File: src/rtl/ssp_reg_arbiter.sv
// Round-robin arbiter sharing the ssp_uart register-access port between NREQ requesters.
// Each access runs SSEL/setup -> En pulse -> EOC (read capture) -> one-cycle response.
module ssp_reg_arbiter #(
  parameter int NREQ      = 2,
  parameter int SETUP_CYC = 1,
  parameter int EN_CYC    = 2
) (
  input  logic               Clk,
  input  logic               Rst,
  input  logic [NREQ-1:0]    Req_Valid,
  output logic [NREQ-1:0]    Req_Ready,
  input  logic [3*NREQ-1:0]  Req_RA,
  input  logic [NREQ-1:0]    Req_WnR,
  input  logic [12*NREQ-1:0] Req_DI,
  output logic [NREQ-1:0]    Rsp_Valid,
  output logic [11:0]        Rsp_DO,
  output logic               Rsp_Err,
  output logic               Busy,
  output logic               SSP_SSEL,
  output logic [2:0]         SSP_RA,
  output logic               SSP_WnR,
  output logic [11:0]        SSP_DI,
  output logic               SSP_En,
  output logic               SSP_EOC,
  input  logic [11:0]        SSP_DO
);

  localparam int PW   = (NREQ > 1) ? $clog2(NREQ) : 1;
  localparam int MAXC = (SETUP_CYC > EN_CYC) ? SETUP_CYC : EN_CYC;
  localparam int CW   = $clog2(MAXC) + 1;

  typedef enum logic [2:0] {
    S_IDLE, S_SETUP, S_ENABLE, S_EOC, S_RESP, S_ERR
  } state_t;

  state_t          state_q, state_d;
  logic [CW-1:0]   cnt_q, cnt_d;
  logic [PW-1:0]   ptr_q, ptr_d;
  logic [PW-1:0]   gnt_q, gnt_d;
  logic [2:0]      ra_q, ra_d;
  logic            wnr_q, wnr_d;
  logic [11:0]     di_q, di_d;
  logic [11:0]     rdata_q, rdata_d;

  logic            gnt_found;
  logic [PW-1:0]   gnt_idx;
  logic [2:0]      gnt_ra;
  logic            ssel;

  // Rotating priority scan: first valid requester at or after ptr_q.
  always_comb begin
    // NOTE: every variable written here gets a default first, so no latch is inferred.
    gnt_found = 1'b0;
    gnt_idx   = '0;
    for (int i = 0; i < NREQ; i++) begin
      if (!gnt_found && Req_Valid[(int'(ptr_q) + i) % NREQ]) begin
        gnt_found = 1'b1;
        gnt_idx   = PW'((int'(ptr_q) + i) % NREQ);
      end
    end
    gnt_ra = Req_RA[3*gnt_idx +: 3];
  end

  always_comb begin
    state_d   = state_q;
    cnt_d     = cnt_q;
    ptr_d     = ptr_q;
    gnt_d     = gnt_q;
    ra_d      = ra_q;
    wnr_d     = wnr_q;
    di_d      = di_q;
    rdata_d   = rdata_q;
    Req_Ready = '0;

    unique case (state_q)
      S_IDLE: begin
        // Ready is held off while reset is asserted so no requester sees a phantom accept.
        if (Rst && gnt_found) begin
          Req_Ready[gnt_idx] = 1'b1;
          gnt_d   = gnt_idx;
          ra_d    = gnt_ra;
          wnr_d   = Req_WnR[gnt_idx];
          di_d    = Req_DI[12*gnt_idx +: 12];
          rdata_d = '0;
          if (gnt_ra > 3'd4) begin
            state_d = S_ERR;
          end else begin
            state_d = S_SETUP;
            cnt_d   = CW'(SETUP_CYC - 1);
          end
        end
      end
      S_SETUP: begin
        if (cnt_q == '0) begin
          state_d = S_ENABLE;
          cnt_d   = CW'(EN_CYC - 1);
        end else begin
          cnt_d = cnt_q - 1'b1;
        end
      end
      S_ENABLE: begin
        if (cnt_q == '0) state_d = S_EOC;
        else             cnt_d   = cnt_q - 1'b1;
      end
      S_EOC: begin
        state_d = S_RESP;
        if (!wnr_q) rdata_d = SSP_DO;
      end
      S_RESP, S_ERR: begin
        state_d = S_IDLE;
        ptr_d   = (gnt_q == PW'(NREQ - 1)) ? '0 : gnt_q + 1'b1;
      end
      default: state_d = S_IDLE;
    endcase
  end

  always_comb begin
    ssel      = (state_q == S_SETUP) || (state_q == S_ENABLE) || (state_q == S_EOC);
    Busy      = (state_q != S_IDLE);
    SSP_SSEL  = ssel;
    SSP_RA    = ssel ? ra_q  : 3'd0;
    SSP_WnR   = ssel ? wnr_q : 1'b0;
    SSP_DI    = ssel ? di_q  : 12'd0;
    SSP_En    = (state_q == S_ENABLE);
    SSP_EOC   = (state_q == S_EOC);
    Rsp_Valid = '0;
    if ((state_q == S_RESP) || (state_q == S_ERR)) Rsp_Valid[gnt_q] = 1'b1;
    Rsp_DO    = (state_q == S_RESP) ? rdata_q : 12'd0;
    Rsp_Err   = (state_q == S_ERR);
  end

  always_ff @(posedge Clk) begin
    // NOTE: state registers use non-blocking assignments so every flop samples pre-edge values.
    if (!Rst) begin
      state_q <= S_IDLE;
      cnt_q   <= '0;
      ptr_q   <= '0;
      gnt_q   <= '0;
      ra_q    <= '0;
      wnr_q   <= 1'b0;
      di_q    <= '0;
      rdata_q <= '0;
    end else begin
      state_q <= state_d;
      cnt_q   <= cnt_d;
      ptr_q   <= ptr_d;
      gnt_q   <= gnt_d;
      ra_q    <= ra_d;
      wnr_q   <= wnr_d;
      di_q    <= di_d;
      rdata_q <= rdata_d;
    end
  end

endmodule

File: config.mk
export PLATFORM = sky130hd
export DESIGN_NAME = ssp_reg_arbiter
export DESIGN_NICKNAME = d
export VERILOG_FILES = /design/src/rtl/ssp_reg_arbiter.sv
export SDC_FILE = /design/constraint.sdc
export NUM_CORES = 1
export LEC_CHECK = 0
export CORE_UTILIZATION = 30
export CTS_BUF_LIST = sky130_fd_sc_hd__clkbuf_8
export CTS_CLUSTER_DIAMETER = 50
export DETAILED_ROUTE_END_ITERATION = 8
export HOLD_SLACK_MARGIN = 0.06
export PLACE_DENSITY = 0.6
export SETUP_SLACK_MARGIN = 0.2
export SYNTH_ARGS = -nofsm -noshare
export SYNTH_HDL_FRONTEND = slang
export SYNTH_SLANG_ARGS = --single-unit
File: constraint.sdc
create_clock -name Clk -period 3.65 [get_ports Clk]
set_input_delay 0.9125 -clock Clk [delete_from_list [all_inputs] [get_ports Clk]]
set_output_delay 0.9125 -clock Clk [all_outputs]
set_load 0.01 [all_outputs]
-- After elaboration in Yosys (flattened, before gate mapping)
Cells that the tools add are included.
- register bits: 35
- input bits: 48
- output and inout port bits: 37
- logic and storage cells: 88
- add/sub/neg operators: 3
- $mul: 2
- $lt $le $gt $ge: 7
- equality and inequality tests: 11
- shift operators: 2
- muxes and demuxes: 36
- bitwise logic cells: 1
- reduce and logical (&&, ||, !) cells: 18
- operators by type and width (kind ; count):
    $mux W12 ; 4
    $pmux W12 S2 ; 1
    $shiftx A24 B6 Y12 ; 1
    $mux W1 ; 15
    $mux W3 ; 5
    $mux W2 ; 7
    $pmux W3 S4 ; 1
    $ne A2 B2 Y1 const B ; 5
    $eq A3 B2 Y1 const B ; 2
    $eq A3 B3 Y1 const B ; 2
    $lt A1 B2 Y1 const B ; 3
    $mul A2 B1 Y3 const A ; 2
    $pmux W2 S3 ; 1
    $reduce_and A3 Y1 ; 2
    $reduce_bool A3 Y1 ; 2
    $shiftx A6 B4 Y3 ; 1
    $logic_and A1 B1 Y1 ; 4
    $reduce_and A4 Y1 ; 1
    $eq A3 B1 Y1 const B ; 1
    $gt A3 B3 Y1 const B ; 1
    $logic_not A3 Y1 ; 1
    $logic_or A1 B1 Y1 ; 3
    $lt A2 B3 Y1 const B ; 1
    $add A1 B1 Y1 const B ; 2
    10 further kinds ; 12

-- Longest topological paths before layout
Gate-level depths: netlist of run 1.
- depth in word-level cells: 13
- depth in mapped cells: 8
- gate-level depth less buffers: 6

-- Worst setup path after synthesis of run 1
Ideal clock, no wire load.
- kind: input to output
- start point: in Req_Valid[0]
- end point: out Req_Ready[1]
- arrival time: 1.734 ns
- required time: 2.738 ns
- setup slack: 1.004 ns
- stages: 5
- path buffers: 2
- path through: nor2b_2 > nand2b_1 > buf_6 > buf_4 > nor2_1
- word-level cells in the longest chain between the ends: 12
- elaborated cells between the ends (all ways): 19
- those cells by class: 2 x order compare; 13 x mux; 4 x reduce/logical
- ends and longest elaborated chain (item ; RTL line ; RTL):
    from (decl) ; 10 ; input logic [NREQ-1:0] Req_Valid,
    $mux W1 (not written as such) (2 in a row) ; 56 ; if (!gnt_found && Req_Valid[(int'(ptr_q) + i) % NREQ]) begin
    $mux W1 ; 56 ;
    $logic_not A1 Y1 ; 56 ;
    $logic_and A1 B1 Y1 ; 56 ;
    $mux W1 ; 56 ;
    $lt A1 B2 Y1 (not written as such) or $ge A1 B1 Y1 (tied branches) ; 79 ; Req_Ready[gnt_idx] = 1'b1;
    $logic_and A1 B1 Y1 (not written as such) ; 79 ;
    $mux W1 (not written as such) ; 79 ;
    $demux W1 S1 ; 79 ;
    $mux W2 (*) ; 78 ; if (Rst && gnt_found) begin
    $mux W2 (*) ; 75 ; unique case (state_q)
    to (decl) ; 11 ; output logic [NREQ-1:0] Req_Ready,
Every way passes the cells marked *; elsewhere a longest branch is shown, timed or not. The select of a mux whose other input is x is not followed.

-- Worst setup path after layout of run 1
- start point: in Req_Valid[1]
- end point: out Req_Ready[0]
Same word-level chain as after synthesis.

==> results.yml, run 1 <==
status:
  status: "completed"
final_layout:
  fillers: 616
  nNetsFinal: 347
  utilization: 0.4866
  syn2layout_area_growth_pct: 55.23
  drive_gt1_frac: 0.1409
  final_area_um2: 2898
  antennaDiodeCount: 0
yosys:
  ys.flop_type: "dfxtp_1"
  synth_top_cell_area_share: 0.3753
  synth_area_um2: 1867
  syn_nets: 259
  post-synth-top-count-cell: "nor2_1"
  synthTopCellsByCount: "nor2_1, dfxtp_1, and2_1"
  async_flop_share: 0
  synth_edf_count: 0
  ys_seq_area_frac: 0.3753
  netlist_instances: 209
  ys_ff_latch: 35
  yosysWarningCount: 0
  synth_area_leaders: "dfxtp_1, and2_1, mux2i_1"
  syn-mean-instance-area_um2: 8.932
  yosys.area.top_type: "dfxtp_1"
  synth_cell_types: 32
critical_path:
  reg2reg_from: "state_q[2]$_SDFFE_PN0P_"
  worstPathArrival_ns: 2.47
  crit_type: "input pin to output port"
  startpoint_type: "input pin"
  ff2ff_path_depth: 7
  crit_path_end_kind: "output port"
  timing.reg2reg.setup_slack_ns: 1.88
  endpoint: "Req_Ready[0]"
  crit_fanout: 4
  reg2reg_to: "rdata_q[11]$_SDFFE_PN0P_"
  crit_required_ns: 2.74
  startpoint: "Req_Valid[1]"
sta:
  rsz0062_at_grt: "false"
  maxSlewHeadroom: 0.7513
  clock-skew-final_ns: 0.007966
  worstMarginPinSlew_ns: 0.3637
  post-route-period-util: 0.9281
  setup_viol: 0
  min_period_ns: 3.387
  max_clock_freq_ghz: 0.2952
  hold_viol_final: 0
  setup_ws_ns: 0.2626
  slew_viol_final: 0
  finalSetupTns_ns: 0
clocking:
  clk_pin_slew_ns: 0.08
  cts_made_buffers: 5
  cts_tree: "yes"
  htreeDepth: 2
  root_buffer: "clkbuf_8"
  clock-sinks: 35
  cts_buffer_depth: 2
  clock_latency_ns: 0.29
global_routing:
  antenna_found_initial: 0
  grt_pass1_wl_mm: 7.928
  grtUsageTotal: 0.1621
  grt_pass1_vias: 1607
  overflow: 0
  grt_max_degree: 28
routing:
  vias: 1695
  routed_wirelength_mm: 4.839
  post_drt_wl_per_cell_um: 12.97
  drt-pass1-iter-count: 4
  drc: 0
  antenna_left: 0
  drt-vias-per-instance: 4.544
  drtIter0Drc: 40
die:
  start_util: 0.3134
  rows: 28
  io_pins: 85
  core-area_um2: 5956
  die_h_um: 80.89
  die_x_um: 80.89
  die_area_um2: 6542
placed_design:
  place_area_um2: 2785
  place.port_buffers: 84
  dpl_worst_slack_ns: 0.2575
  place.gp.congestion: 0.7714
  dp_hpwl_mm: 3.509
power:
  ir_drop_mv: 0.1920
  p_leak_nw: 1.170
  power.density_nw_per_um2: 473.4
min_path:
  hold_class: "flop to flop"
job:
  drv_cap: 0
[per-stage QoR]
step	power, mW	hold WS, ns	std cells
floorplan	0.8461	0.4350	209
global placement	1.071	0.4462	364
detailed placement	1.075	0.4545	364
CTS	1.392	0.4717	372
global route	1.469	0.5097	373
finish	1.372	0.4678	373
[cell type report]
cell class,count,area (um2),area share
clock inverter,1,3.754,0.001295
inverter,7,26.28,0.009067
tap,75,93.84,0.03238
multi-input combinational,152,1044,0.3601
timing repair buffer,96,933.4,0.3221
clock buffer,7,96.34,0.03325
sequential,35,700.7,0.2418
[routing by layer]
layer  vias up  track usage  wire length [um]
met5         -            0                 0
met4         0      0.05893                51
met3         4      0.04157               259
met2        41       0.2597              2263
met1       764       0.2089              2264
li1        886            -                 -
[where the power goes]
| group | total [mW] | switching (mW) | internal [mW] | leakage (nW) |
|---|---|---|---|---|
| registers | 0.500 | 0.0527 | 0.447 | 0.286 |
| logic | 0.563 | 0.276 | 0.287 | 0.828 |
| clock network | 0.309 | 0.140 | 0.170 | 0.0557 |
| total | 1.37 | 0.469 | 0.903 | 1.17 |
[registers in the layout, summed over array words and instances (netlist names)]
register and count:
cnt_q 2, di_q 12, gnt_q 1, ptr_q 1, ra_q 3, rdata_q 12, state_q 3, wnr_q 1
[logic make-up after synthesis]
family | share of synthesized area
buffers and inverters | 0.06702
DFF | 0.3753
muxes | 0.08579
AOI/OAI and AO/OA | 0.2091
adders and majority gates | 0.01340
and+or+nand+nor | 0.2493
[cells in the final DEF (no fill, tap or decap), types with 2 or more instances in the layout]
cell type	n
a211oi_1	7
a211oi_2	6
a21oi_1	7
a22oi_1	2
a22oi_2	10
and2_1	30
buf_4	12
clkbuf_8	7
clkdlybuf4s50_1	83
dfxtp_1	35
ha_1	2
inv_1	8
mux2i_1	16
nand2_1	3
nand2b_1	3
nand3_1	3
nor2_1	41
nor3_1	3
nor3_2	2
o21a_1	2
o21ai_0	4
[timing repair]
item                                    4_1_cts  5_1_grt
hold buffers                                  0        0
endpoints found under the setup margin        0        2
buffers inserted                              0        1
gates resized for setup                       0        2
[how the worst min path moves through the flow]
stage                                      from                     to  slack, ns  depth (start not counted)
after detailed placement   ra_q[2]$_SDFFE_PN0P_   ra_q[2]$_SDFFE_PN0P_       0.45                          2
after global placement     ra_q[1]$_SDFFE_PN0P_   ra_q[1]$_SDFFE_PN0P_       0.45                          2
final                      ra_q[2]$_SDFFE_PN0P_   ra_q[2]$_SDFFE_PN0P_       0.47                          2
after global routing      di_q[11]$_SDFFE_PN0P_  di_q[11]$_SDFFE_PN0P_       0.51                          2
after CTS                  ra_q[2]$_SDFFE_PN0P_   ra_q[2]$_SDFFE_PN0P_       0.47                          2
after floorplan            ra_q[0]$_SDFFE_PN0P_   ra_q[0]$_SDFFE_PN0P_       0.43                          2
[worst max-delay path, stage by stage]
cell and delay, ns:
clkdlybuf4s50_1 0.51, o21a_1 0.21, and2_1 0.16, and2_1 0.13, clkdlybuf4s50_1 0.56
Note: power is estimated with default switching activity, not from simulation.
==> run 2: changes to the inputs <==
--- a/config.mk
+++ b/config.mk
@@ -5,12 +5,13 @@
 export SDC_FILE = /design/constraint.sdc
 export NUM_CORES = 1
 export LEC_CHECK = 0
-export CORE_UTILIZATION = 30
+export CORE_UTILIZATION = 46
 export CTS_BUF_LIST = sky130_fd_sc_hd__clkbuf_8
 export CTS_CLUSTER_DIAMETER = 50
+export CTS_CLUSTER_SIZE = 10
 export DETAILED_ROUTE_END_ITERATION = 8
-export HOLD_SLACK_MARGIN = 0.06
-export PLACE_DENSITY = 0.6
+export HOLD_SLACK_MARGIN = 0.08
+export PLACE_DENSITY = 0.87
 export SETUP_SLACK_MARGIN = 0.2
 export SYNTH_ARGS = -nofsm -noshare
 export SYNTH_HDL_FRONTEND = slang
==> results.yml, run 2 (synthesis gave the netlist of run 1 again) <==
routing:
  drt-pass1-iter-count: 4
  drtIter0Drc: 99
  routed_wirelength_mm: 4.646
  vias: 1743
  drc: 0
  drt-vias-per-instance: 5.126
  antenna_left: 0
  post_drt_wl_per_cell_um: 13.66
final_layout:
  utilization: 0.7528
  fillers: 275
  multi_input_area_um2: 1044
  nNetsFinal: 341
  reg_top3: "di_q (12), rdata_q (12)"
  antennaDiodeCount: 0
  drive_gt1_frac: 0.1267
  seqCellArea_um2: 700.7
  syn2layout_area_growth_pct: 52.08
  final_common_cell: "clkdlybuf4s50_1"
  final_cell_mix: "clkdlybuf4s50_1, nor2_1, dfxtp_1"
sta:
  holdWs_ns: 0.4848
  worstMarginPinSlew_ns: 0.6657
  slew_viol_final: 0
  maxSlewHeadroom: 0.5558
  finalSetupTns_ns: 0
  clock-skew-final_ns: 0.003464
  hold_viol_final: 0
  rsz0062_at_grt: "false"
  post-route-period-util: 0.8793
  setup_viol: 0
  max_clock_freq_ghz: 0.3116
  min_period_ns: 3.210
critical_path:
  startpoint_type: "flop"
  crit_type: "flop to output port"
  crit_path_end_kind: "output port"
  worstPathArrival_ns: 2.30
  crit_required_ns: 2.74
  timing.reg2reg.setup_slack_ns: 1.70
  crit_fanout: 12
clocking:
  clk_pin_slew_ns: 0.07
  root_buffer: "clkbuf_8"
  cts_tree: "yes"
  clock-sinks: 35
  cts_buffer_depth: 2
  cts_setup_buffers: 0
  htreeDepth: 2
  clock_latency_ns: 0.29
  cts_made_buffers: 5
die:
  die_h_um: 65.71
  die_x_um: 65.71
  rows: 22
  core-area_um2: 3771
  die_area_um2: 4317
  start_util: 0.4950
  io_pins: 85
global_routing:
  grt_max_degree: 28
  grt_pass1_wl_mm: 7.790
  grt_pass1_vias: 1671
  grtUsageTotal: 0.2390
  antenna_found_initial: 0
  overflow: 0
job:
  drv_cap: 0
status:
  status: "completed"
power:
  power.density_nw_per_um2: 495.1
  p_leak_nw: 1.162
  ir_drop_mv: 0.3378
placed_design:
  place.gp.congestion: 0.7936
  place.port_buffers: 84
  dp_hpwl_mm: 3.398
min_path:
  hold_class: "flop to flop"
[run 2: routing by layer]
layer	vias up	part of all wire	GRT usage	wire [um]
met4	0	0.013	0.07337	61
met3	6	0.077	0.06944	359
met1	788	0.42	0.2806	1967
li1	884	-	-	-
met2	65	0.49	0.4133	2258
met5	-	0	0	0
[run 2: layout make-up]
class,instances,area share
Multi-Input combinational cell,152,0.3676
Sequential cell,35,0.2468
Clock buffer,6,0.02909
Tap cell,48,0.02115
Clock inverter,2,0.01234
Inverter,7,0.009255
Timing Repair Buffer,90,0.3138
[run 2: worst max-delay path, cell delays in order (launching register included)]
cell and delay (ns):
dfxtp_1 0.54, nand2b_1 0.19, nor2_1 0.50, and2_1 0.24, clkdlybuf4s50_1 0.54
[run 2: what timing repair did]
item / CTS / global route
hold endpoints to repair: 0 / 0
setup endpoints to repair: 1 / 2
pin swaps: 0 / 1
hold buffers: 0 / 0
gates resized for setup: 1 / 2
[run 2: final timing paths]
path / to / cells after the start / startpoint
max: Rsp_DO[1] / 4 / state_q[2]$_SDFFE_PN0P_
min: ra_q[2]$_SDFFE_PN0P_ / 2 / ra_q[2]$_SDFFE_PN0P_
max reg2reg: rdata_q[11]$_SDFFE_PN0P_ / 6 / state_q[2]$_SDFFE_PN0P_
min reg2reg: ra_q[2]$_SDFFE_PN0P_ / 2 / ra_q[2]$_SDFFE_PN0P_
[run 2: where the power goes]
| group | switching, mW | internal [mW] | total (mW) |
|---|---|---|---|
| combinational | 0.273 | 0.269 | 0.542 |
| sequential | 0.0533 | 0.447 | 0.500 |
| clock | 0.143 | 0.221 | 0.364 |
| total | 0.469 | 0.937 | 1.41 |
[run 2: through the flow]
step	cells	power, mW	area (um2)	setup WS (ns)
6_report	340	1.406	2839	0.4404
5_1_grt	340	1.495	2839	0.2206
4_1_cts	340	1.415	2834	0.2315
3_5_place_dp	332	1.048	2714	0.2294
3_3_place_gp	332	1.034	2714	0.2656
2_1_floorplan	209	0.8461	1867	1.004
